File: src/rtl/led_sched_pkg.sv
// Shared mode encoding and per-mode initial LED patterns for the LED pattern scheduler.
package led_sched_pkg;

  typedef enum logic [1:0] {
    MODE_BLINK  = 2'd0,
    MODE_COUNT  = 2'd1,
    MODE_BOUNCE = 2'd2,
    MODE_ALT    = 2'd3
  } mode_e;

  localparam logic [7:0] INIT_BLINK  = 8'h00;
  localparam logic [7:0] INIT_COUNT  = 8'h00;
  localparam logic [7:0] INIT_BOUNCE = 8'h01;
  localparam logic [7:0] INIT_ALT    = 8'h55;

  function automatic logic [7:0] init_pattern(input mode_e m);
    case (m)
      MODE_COUNT:  return INIT_COUNT;
      MODE_BOUNCE: return INIT_BOUNCE;
      MODE_ALT:    return INIT_ALT;
      default:     return INIT_BLINK;
    endcase
  endfunction

endpackage

File: src/rtl/btn_conditioner.sv
// Async button conditioner: 2-flop synchroniser, stability debounce, and a
// single-cycle press pulse on each debounced rising edge.
module btn_conditioner #(
  parameter int unsigned DB_CYCLES = 120_000
) (
  input  logic clk,
  input  logic rst,
  input  logic btn_async,
  output logic press
);

  localparam int unsigned DW = $clog2(DB_CYCLES + 1);

  logic [1:0]    sync_q, sync_d;
  logic          stable_q, stable_d;
  logic          press_q, press_d;
  logic [DW-1:0] db_cnt_q, db_cnt_d;

  // db_cnt counts consecutive cycles the synced input disagrees with the
  // debounced state; any agreement restarts the count.
  always_comb begin
    sync_d   = {sync_q[0], btn_async};
    stable_d = stable_q;
    db_cnt_d = '0;
    if (sync_q[1] != stable_q) begin
      if (db_cnt_q == DW'(DB_CYCLES - 1)) begin
        stable_d = sync_q[1];
      end else begin
        db_cnt_d = db_cnt_q + 1'b1;
      end
    end
    press_d = stable_d & ~stable_q;
  end

  always_ff @(posedge clk) begin
    if (rst) begin
      sync_q   <= '0;
      stable_q <= 1'b0;
      press_q  <= 1'b0;
      db_cnt_q <= '0;
    end else begin
      sync_q   <= sync_d;
      stable_q <= stable_d;
      press_q  <= press_d;
      db_cnt_q <= db_cnt_d;
    end
  end

  assign press = press_q;

endmodule

File: src/rtl/led_pattern_scheduler.sv
// Board LED controller: steps one of four patterns on a programmable tick,
// with button-driven mode advance and pause/run.
module led_pattern_scheduler
  import led_sched_pkg::*;
#(
  parameter int unsigned CLK_HZ    = 12_000_000,
  parameter int unsigned TICK_HZ   = 1,
  parameter int unsigned DB_CYCLES = 120_000
) (
  input  logic       BOARD_CLK,
  input  logic       BOARD_RST,
  input  logic       BOARD_SW1,
  input  logic       BOARD_SW2,
  input  logic [1:0] speed_sel,
  output logic [7:0] BOARD_LED,
  output logic       tick,
  output logic [1:0] mode,
  output logic       paused
);

  localparam int unsigned PERIOD = CLK_HZ / TICK_HZ;
  localparam int unsigned CW     = $clog2(PERIOD);

  logic          press1, press2;
  logic [CW-1:0] cnt_q, cnt_d;
  logic [31:0]   limit, cnt_ext;
  logic          tick_w;
  mode_e         mode_q, mode_d, pending_q, pending_d, next_pending;
  logic [7:0]    led_q, led_d;
  logic          dir_q, dir_d;
  logic          paused_q, paused_d;
  logic          apply_new;

  btn_conditioner #(.DB_CYCLES(DB_CYCLES)) u_btn_mode (
    .clk       (BOARD_CLK),
    .rst       (BOARD_RST),
    .btn_async (BOARD_SW1),
    .press     (press1)
  );

  btn_conditioner #(.DB_CYCLES(DB_CYCLES)) u_btn_pause (
    .clk       (BOARD_CLK),
    .rst       (BOARD_RST),
    .btn_async (BOARD_SW2),
    .press     (press2)
  );

  // >= rather than == so a speed change that lowers the limit below the
  // current count still produces a tick instead of a long wraparound.
  assign limit   = PERIOD >> speed_sel;
  assign cnt_ext = 32'(cnt_q);
  assign tick_w  = ~paused_q & (cnt_ext >= limit - 32'd1);

  always_comb begin
    next_pending = press1 ? mode_e'(pending_q + 2'd1) : pending_q;
    cnt_d        = (paused_q | tick_w) ? '0 : cnt_q + 1'b1;
    pending_d    = next_pending;
    paused_d     = paused_q ^ press2;
    mode_d       = mode_q;
    led_d        = led_q;
    dir_d        = dir_q;
    // Mode decision uses the pre-toggle paused value.
    apply_new    = (next_pending != mode_q) & (paused_q | tick_w);
    if (apply_new) begin
      mode_d = next_pending;
      led_d  = init_pattern(next_pending);
      dir_d  = 1'b0;
    end else if (tick_w) begin
      case (mode_q)
        MODE_COUNT: led_d = led_q + 8'd1;
        MODE_BOUNCE: begin
          if (!dir_q) begin
            if (led_q == 8'h80) begin
              led_d = 8'h40;
              dir_d = 1'b1;
            end else begin
              led_d = led_q << 1;
            end
          end else begin
            if (led_q == 8'h01) begin
              led_d = 8'h02;
              dir_d = 1'b0;
            end else begin
              led_d = led_q >> 1;
            end
          end
        end
        default: led_d = ~led_q;
      endcase
    end
  end

  always_ff @(posedge BOARD_CLK) begin
    if (BOARD_RST) begin
      cnt_q     <= '0;
      mode_q    <= MODE_BLINK;
      pending_q <= MODE_BLINK;
      led_q     <= INIT_BLINK;
      dir_q     <= 1'b0;
      paused_q  <= 1'b0;
    end else begin
      cnt_q     <= cnt_d;
      mode_q    <= mode_d;
      pending_q <= pending_d;
      led_q     <= led_d;
      dir_q     <= dir_d;
      paused_q  <= paused_d;
    end
  end

  assign BOARD_LED = led_q;
  assign tick      = tick_w;
  assign mode      = mode_q;
  assign paused    = paused_q;

endmodule

File: config.mk
export PLATFORM = sky130hd
export DESIGN_NAME = led_pattern_scheduler
export DESIGN_NICKNAME = d
export VERILOG_FILES = /design/src/rtl/led_sched_pkg.sv /design/src/rtl/btn_conditioner.sv /design/src/rtl/led_pattern_scheduler.sv
export SDC_FILE = /design/constraint.sdc
export NUM_CORES = 1
export LEC_CHECK = 0
export ABC_AREA = 1
export BUFFER_PORTS_ARGS = -buffer_cell sky130_fd_sc_hd__buf_4
export CAP_MARGIN = 20
export CORE_ASPECT_RATIO = 0.7
export CORE_MARGIN = 4
export CORE_UTILIZATION = 50
export DETAILED_ROUTE_END_ITERATION = 16
export PLACE_DENSITY = 0.8
export SLEW_MARGIN = 5
export SYNTH_ARGS = -nofsm -noshare
export SYNTH_HDL_FRONTEND = slang
export SYNTH_SLANG_ARGS = --single-unit
export TNS_END_PERCENT = 1
File: constraint.sdc
create_clock -name BOARD_CLK -period 2.2 [get_ports BOARD_CLK]
set_clock_uncertainty 0.15 [all_clocks]
set_input_delay 0.33 -clock BOARD_CLK [delete_from_list [all_inputs] [get_ports BOARD_CLK]]
set_output_delay 0.33 -clock BOARD_CLK [all_outputs]
set_load 0.005 [all_outputs]
* Yosys cells after proc, flatten, opt, wreduce, memory -nomap -nowiden
Index checks and enable logic that the tools add are counted.
** Storage, ports and cells
- Register bits :: 80
- Output and inout port bits :: 12
** Operators by class
- Magnitude comparators :: 1
- Shifts and indexed selects :: 1
- Reduce and logical (&&, ||, !) cells :: 6
- Equal/unequal tests :: 11
- Multiplexer cells :: 15
- Bitwise gates (word level) :: 12
- $add $sub $neg :: 6
** Operators by type and width (number)
- $add 17x1->17 const B :: 2
- $eq 17x17->1 const B :: 2
- $ge 24x32->1 :: 1
- $mux 8 :: 4
- $shr 24x2->32 const A :: 1
- $sub 32x1->32 const B :: 1
- $add 24x1->24 const B :: 1
- $pmux 8 s2 :: 1
- $pmux 7 s2 :: 1
- $add 8x1->8 const B :: 1
- $eq 8x1->1 const B :: 1
- $eq 8x8->1 const B :: 1
- $not 8->8 :: 1
- $mux 1 :: 7
- $mux 7 :: 1
- $eq 2x2->1 const B :: 3
- $reduce_or 3->1 :: 2
- $not 1->1 :: 5
- $and 1x1->1 :: 4
- $reduce_or 2->1 :: 2
- $add 2x1->2 const B :: 1
- $eq 2x1->1 const B :: 1
- $mux 2 :: 1
- $ne 1x1->1 :: 2
- other kinds (5) :: 5

* Logic depth before layout (Yosys ltp)
- Depth in word-level cells :: 7
- Depth in mapped cells :: 18

* Modules after synthesis
Synthesis repeated with hierarchy kept, for this count alone.
** Unflattened totals
- Cell total of the unflattened synthesis :: 731
- Area total of the unflattened synthesis :: 5014.8 um^2
** Modules (own cells, without submodules)
- led_pattern_scheduler :: area each 2917.8 um^2, cells an instance 423, instances 1
- btn_conditioner :: area each 1048.5 um^2, cells an instance 154, instances 2

* Least setup slack after synthesis
Ideal clock, no wire load.
- Path kind :: in2out
- From :: input speed_sel[0]
- To :: output tick
- Stages on the path :: 14
- Arrival :: 1.861 ns
- Path buffers :: 1
- Slack :: -0.141 ns
- Path through :: inv_1 -> ha_1 -> inv_1 -> ha_1 -> clkbuf_1 -> ha_1 -> nand2_1 -> nor2_1 -> nand4_1 -> nor2_1 -> nand2_2 -> nand2_1 -> nand2_1 -> inv_1
** On the way
- Longest elaborated chain between the ends :: 4
** Ends and longest elaborated chain
- start, declared :: RTL line led_pattern_scheduler.sv:14 : input logic [1:0] speed_sel,
- $shr 24x2->32 :: RTL line led_pattern_scheduler.sv:50 : assign limit = PERIOD >> speed_sel;
- $sub 32x1->32 :: RTL line led_pattern_scheduler.sv:52 : assign tick_w = ~paused_q & (cnt_ext >= limit - 32'd1);
- $ge 24x32->1 :: RTL line led_pattern_scheduler.sv:52
- $and 1x1->1 :: RTL line led_pattern_scheduler.sv:52
- end, declared :: RTL line led_pattern_scheduler.sv:16 : output logic tick,
Every way passes these cells.

* Worst setup path in the final report
Ends and elaborated chain as after synthesis.

==> impl_metrics.ini <==
[floorplanning]
chipHeight_um = 88.51
die_w_um = 123.0
start_util_pct = 51.24
io_pins = 18
core_area_sq_um = 9035
dieArea_sq_um = 10890
rows = 29

[sta]
rsz0062_at_grt = yes
maxSlewViolCount = 0
fin_hold_ws_ns = 0.04661
fin_ws_ns = -0.2635
worst_pin_slew_ns = 0.3998
layout_min_cycle_time_ns = 2.463
finalCritPeriodShare_pct = 112.0
max-slew-margin-rel_pct = 73.32
max_freq_mhz = 405.9
setup_tns_ns = -0.3288
setup_viol = 5
finalHoldViolations = 0

[grt]
first_global_vias = 4022
track_usage_pct = 20.49
grt_max_degree = 25
grt_pass1_wl_um = 17910
grt_antenna_before_repair = 0
overflow = 0

[yosys]
netlist-cell-type-count = 41
async_reset_ff_share_pct = 0
synth_nets = 687
ys_seq_elements = 80
synth_cells = 646
avgSynthCellArea_sq_um = 7.166
synth_top_flop_cell = dfxtp_1
yosysWarnings = 0
yosysSeqAreaShare_pct = 34.59
synth_edf_count = 0
synth_area_sq_um = 4629

[setup_path]
cp.required_ns = 1.72
cp-start-kind = input port
critPathSlowestCell = ha_1
critPathMostFrequentCell = nand2_1
cpPeakStageDelay_ns = 0.32
arrival_ns = 1.98
worstPathCellList = buf_8, inv_8, ha_4, inv_2, xor2_1, ha_1, nand2_1, nand2_1, nor2_1, nand2_1, nand2_1, nand3_2, nand2_2, nand2_2, nand2_2, inv_2, buf_6
critPathMaxFanout = 3
setup.worst_path.end_class = output port
critPathKind = input port to output port

[run_status]
status = finished with violations
violations = negative setup slack

[worst_hold_path]
hold_path_class = input port to register

[drt]
avgViaCountPerCell = 5.271
routedWlPerCell_um = 13.16
ant_nets = 0
routed_wl_um = 10780
drtIter0Drc = 332
route.detailed.drc = 0
vias = 4317
dr.pass1.iters = 5

[place]
numPortBuffers = 17
placed_area_sq_um = 5119
place_ws_ns = -0.4842
place_inst = 802
place_hpwl_um = 7823
routabilityCongestion = 0.9562

[clocking]
cts_hold_buffers = 0
clock-root-buffer = clkbuf_16
clk_pin_slew_ns = 0.06
cts_tree = yes
cts_sinks = 80
htreeDepth = 3
numCtsBuffers = 9
insertion_delay_ns = 0.33
cts_buffer_depth = 2

[layout]
final_cells = 819
num_antenna_cells = 0
postLayoutCellArea_sq_um = 5559
syn2layout_area_growth_pct = 20.08
drive_gt1_share_pct = 17.55
final_util_pct = 61.53
fin_nets = 731

[power]
power.total_mw = 3.110
power_density_nw_per_um2 = 559.5
vdd_drop_max_v = 0.0006280
p_leak_nw = 2.236

[flow_run]
max_cap_violations = 0
## metal layers
metal,track usage [%],vias up,routed length (um)
met5,0,-,0
met1,27.59,1982,4993
met2,33.22,126,5040
met3,4.537,14,624
li1,-,2195,-
met4,6.231,0,123
## worst paths after layout
check / startpoint / endpoint / slack [ns] / depth (start not counted)
min reg2reg: u_btn_mode.sync_q[0] / u_btn_mode.sync_q[1] / 0.26 / 2
max reg2reg: cnt_q[15] / BOARD_LED[4] / 0 / 12
max: speed_sel[0] / tick / -0.26 / 17
min: BOARD_SW2 / u_btn_pause.sync_q[0] / 0.05 / 3
## cell type report
type	instances	area, sq um
tap	124	155.1
timing repair buffer	40	349.1
multi-input combinational	475	2818
sequential	80	1602
clock inverter	6	66.31
fill	781	3476
inverter	84	330.3
clock buffer	10	239.0
## sequential cells by signal, indices dropped and copies added (netlist names), 2 cells and up
| signal | cells |
|---|---|
| u_btn_pause.db_cnt_q | 17 |
| u_btn_pause.sync_q | 2 |
| cnt_q | 24 |
| u_btn_mode.sync_q | 2 |
| mode | 2 |
| BOARD_LED | 8 |
| u_btn_mode.db_cnt_q | 17 |
| pending_q | 2 |
## cells in the mapped netlist, types with 2 or more instances
| master | instances | share of area [%] |
|---|---|---|
| nor4_1 | 3 | 0.41 |
| a21oi_1 | 42 | 4.5 |
| xor2_1 | 19 | 3.6 |
| nor4_2 | 2 | 0.54 |
| o21ai_0 | 23 | 2.5 |
| buf_2 | 4 | 0.43 |
| nor3_1 | 10 | 1.1 |
| nor2_4 | 3 | 0.73 |
| or2_2 | 2 | 0.27 |
| and3_1 | 2 | 0.27 |
| nor3_2 | 4 | 0.86 |
| xnor2_1 | 8 | 1.5 |
| nand3b_1 | 2 | 0.32 |
| nor2_1 | 98 | 7.9 |
| inv_2 | 3 | 0.24 |
| nor2_2 | 6 | 0.81 |
| clkbuf_1 | 3 | 0.24 |
| clkinv_1 | 3 | 0.24 |
| nor3b_1 | 5 | 0.81 |
| nand3_1 | 39 | 4.2 |
| nand2_2 | 6 | 0.81 |
| nand3_2 | 2 | 0.43 |
| dfxtp_1 | 80 | 35 |
| o211ai_1 | 3 | 0.49 |
| nor3_4 | 2 | 0.70 |
| nand2_4 | 2 | 0.49 |
| nand4_1 | 17 | 2.3 |
| a31oi_1 | 2 | 0.27 |
| nand2_1 | 126 | 10 |
| ha_1 | 35 | 9.5 |
| o21a_1 | 3 | 0.49 |
| inv_1 | 78 | 6.3 |
## worst max-delay path: cells and delay by family
| kind | cells | cell delay, ns |
|---|---|---|
| adder cells (fa/ha/maj) | 2 | 0.57 |
| AND/OR/NAND/NOR | 9 | 0.61 |
| buffers and inverters | 5 | 0.30 |
| XOR/XNOR | 1 | 0.14 |
## report_power, final
group          switching [mW]  leakage, nW  internal, mW
sequential            0.00663        0.646          1.46
combinational          0.0801         1.44        0.0607
clock                   0.592        0.153         0.913
total                   0.679         2.24          2.43
## cells by family after synthesis
family                   count (synthesis)  synth area share [%]
XOR/XNOR                                28                 5.460
AO/OA/AOI/OAI                           77                 8.865
flip-flops                              80                 34.59
AND/OR/NAND/NOR                        335                 34.14
adder cells (fa/ha/maj)                 35                 9.459
buffers and inverters                   91                 7.486
## layout by cell type (no fill, tap or decap), types with 4 or more instances in the layout
master,synthesis,layout
a21oi_1,42,36
a21oi_2,0,6
buf_4,0,35
clkbuf_16,0,9
dfxtp_1,80,80
ha_1,35,30
ha_4,0,4
inv_1,78,73
inv_2,3,6
nand2_1,126,122
nand2_2,6,10
nand3_1,39,38
nand4_1,17,17
nor2_1,98,91
nor2_2,6,12
nor2_4,3,4
nor3_1,10,9
nor3_2,4,5
o21ai_0,23,23
xnor2_1,8,8
xor2_1,19,19
## repair_timing
action,4_1_cts,5_1_grt
setup buffers,1,0
endpoints found under the setup margin,14,48
resized for setup,15,19
pin swaps,13,10
Power figures use the tool's default switching activity.
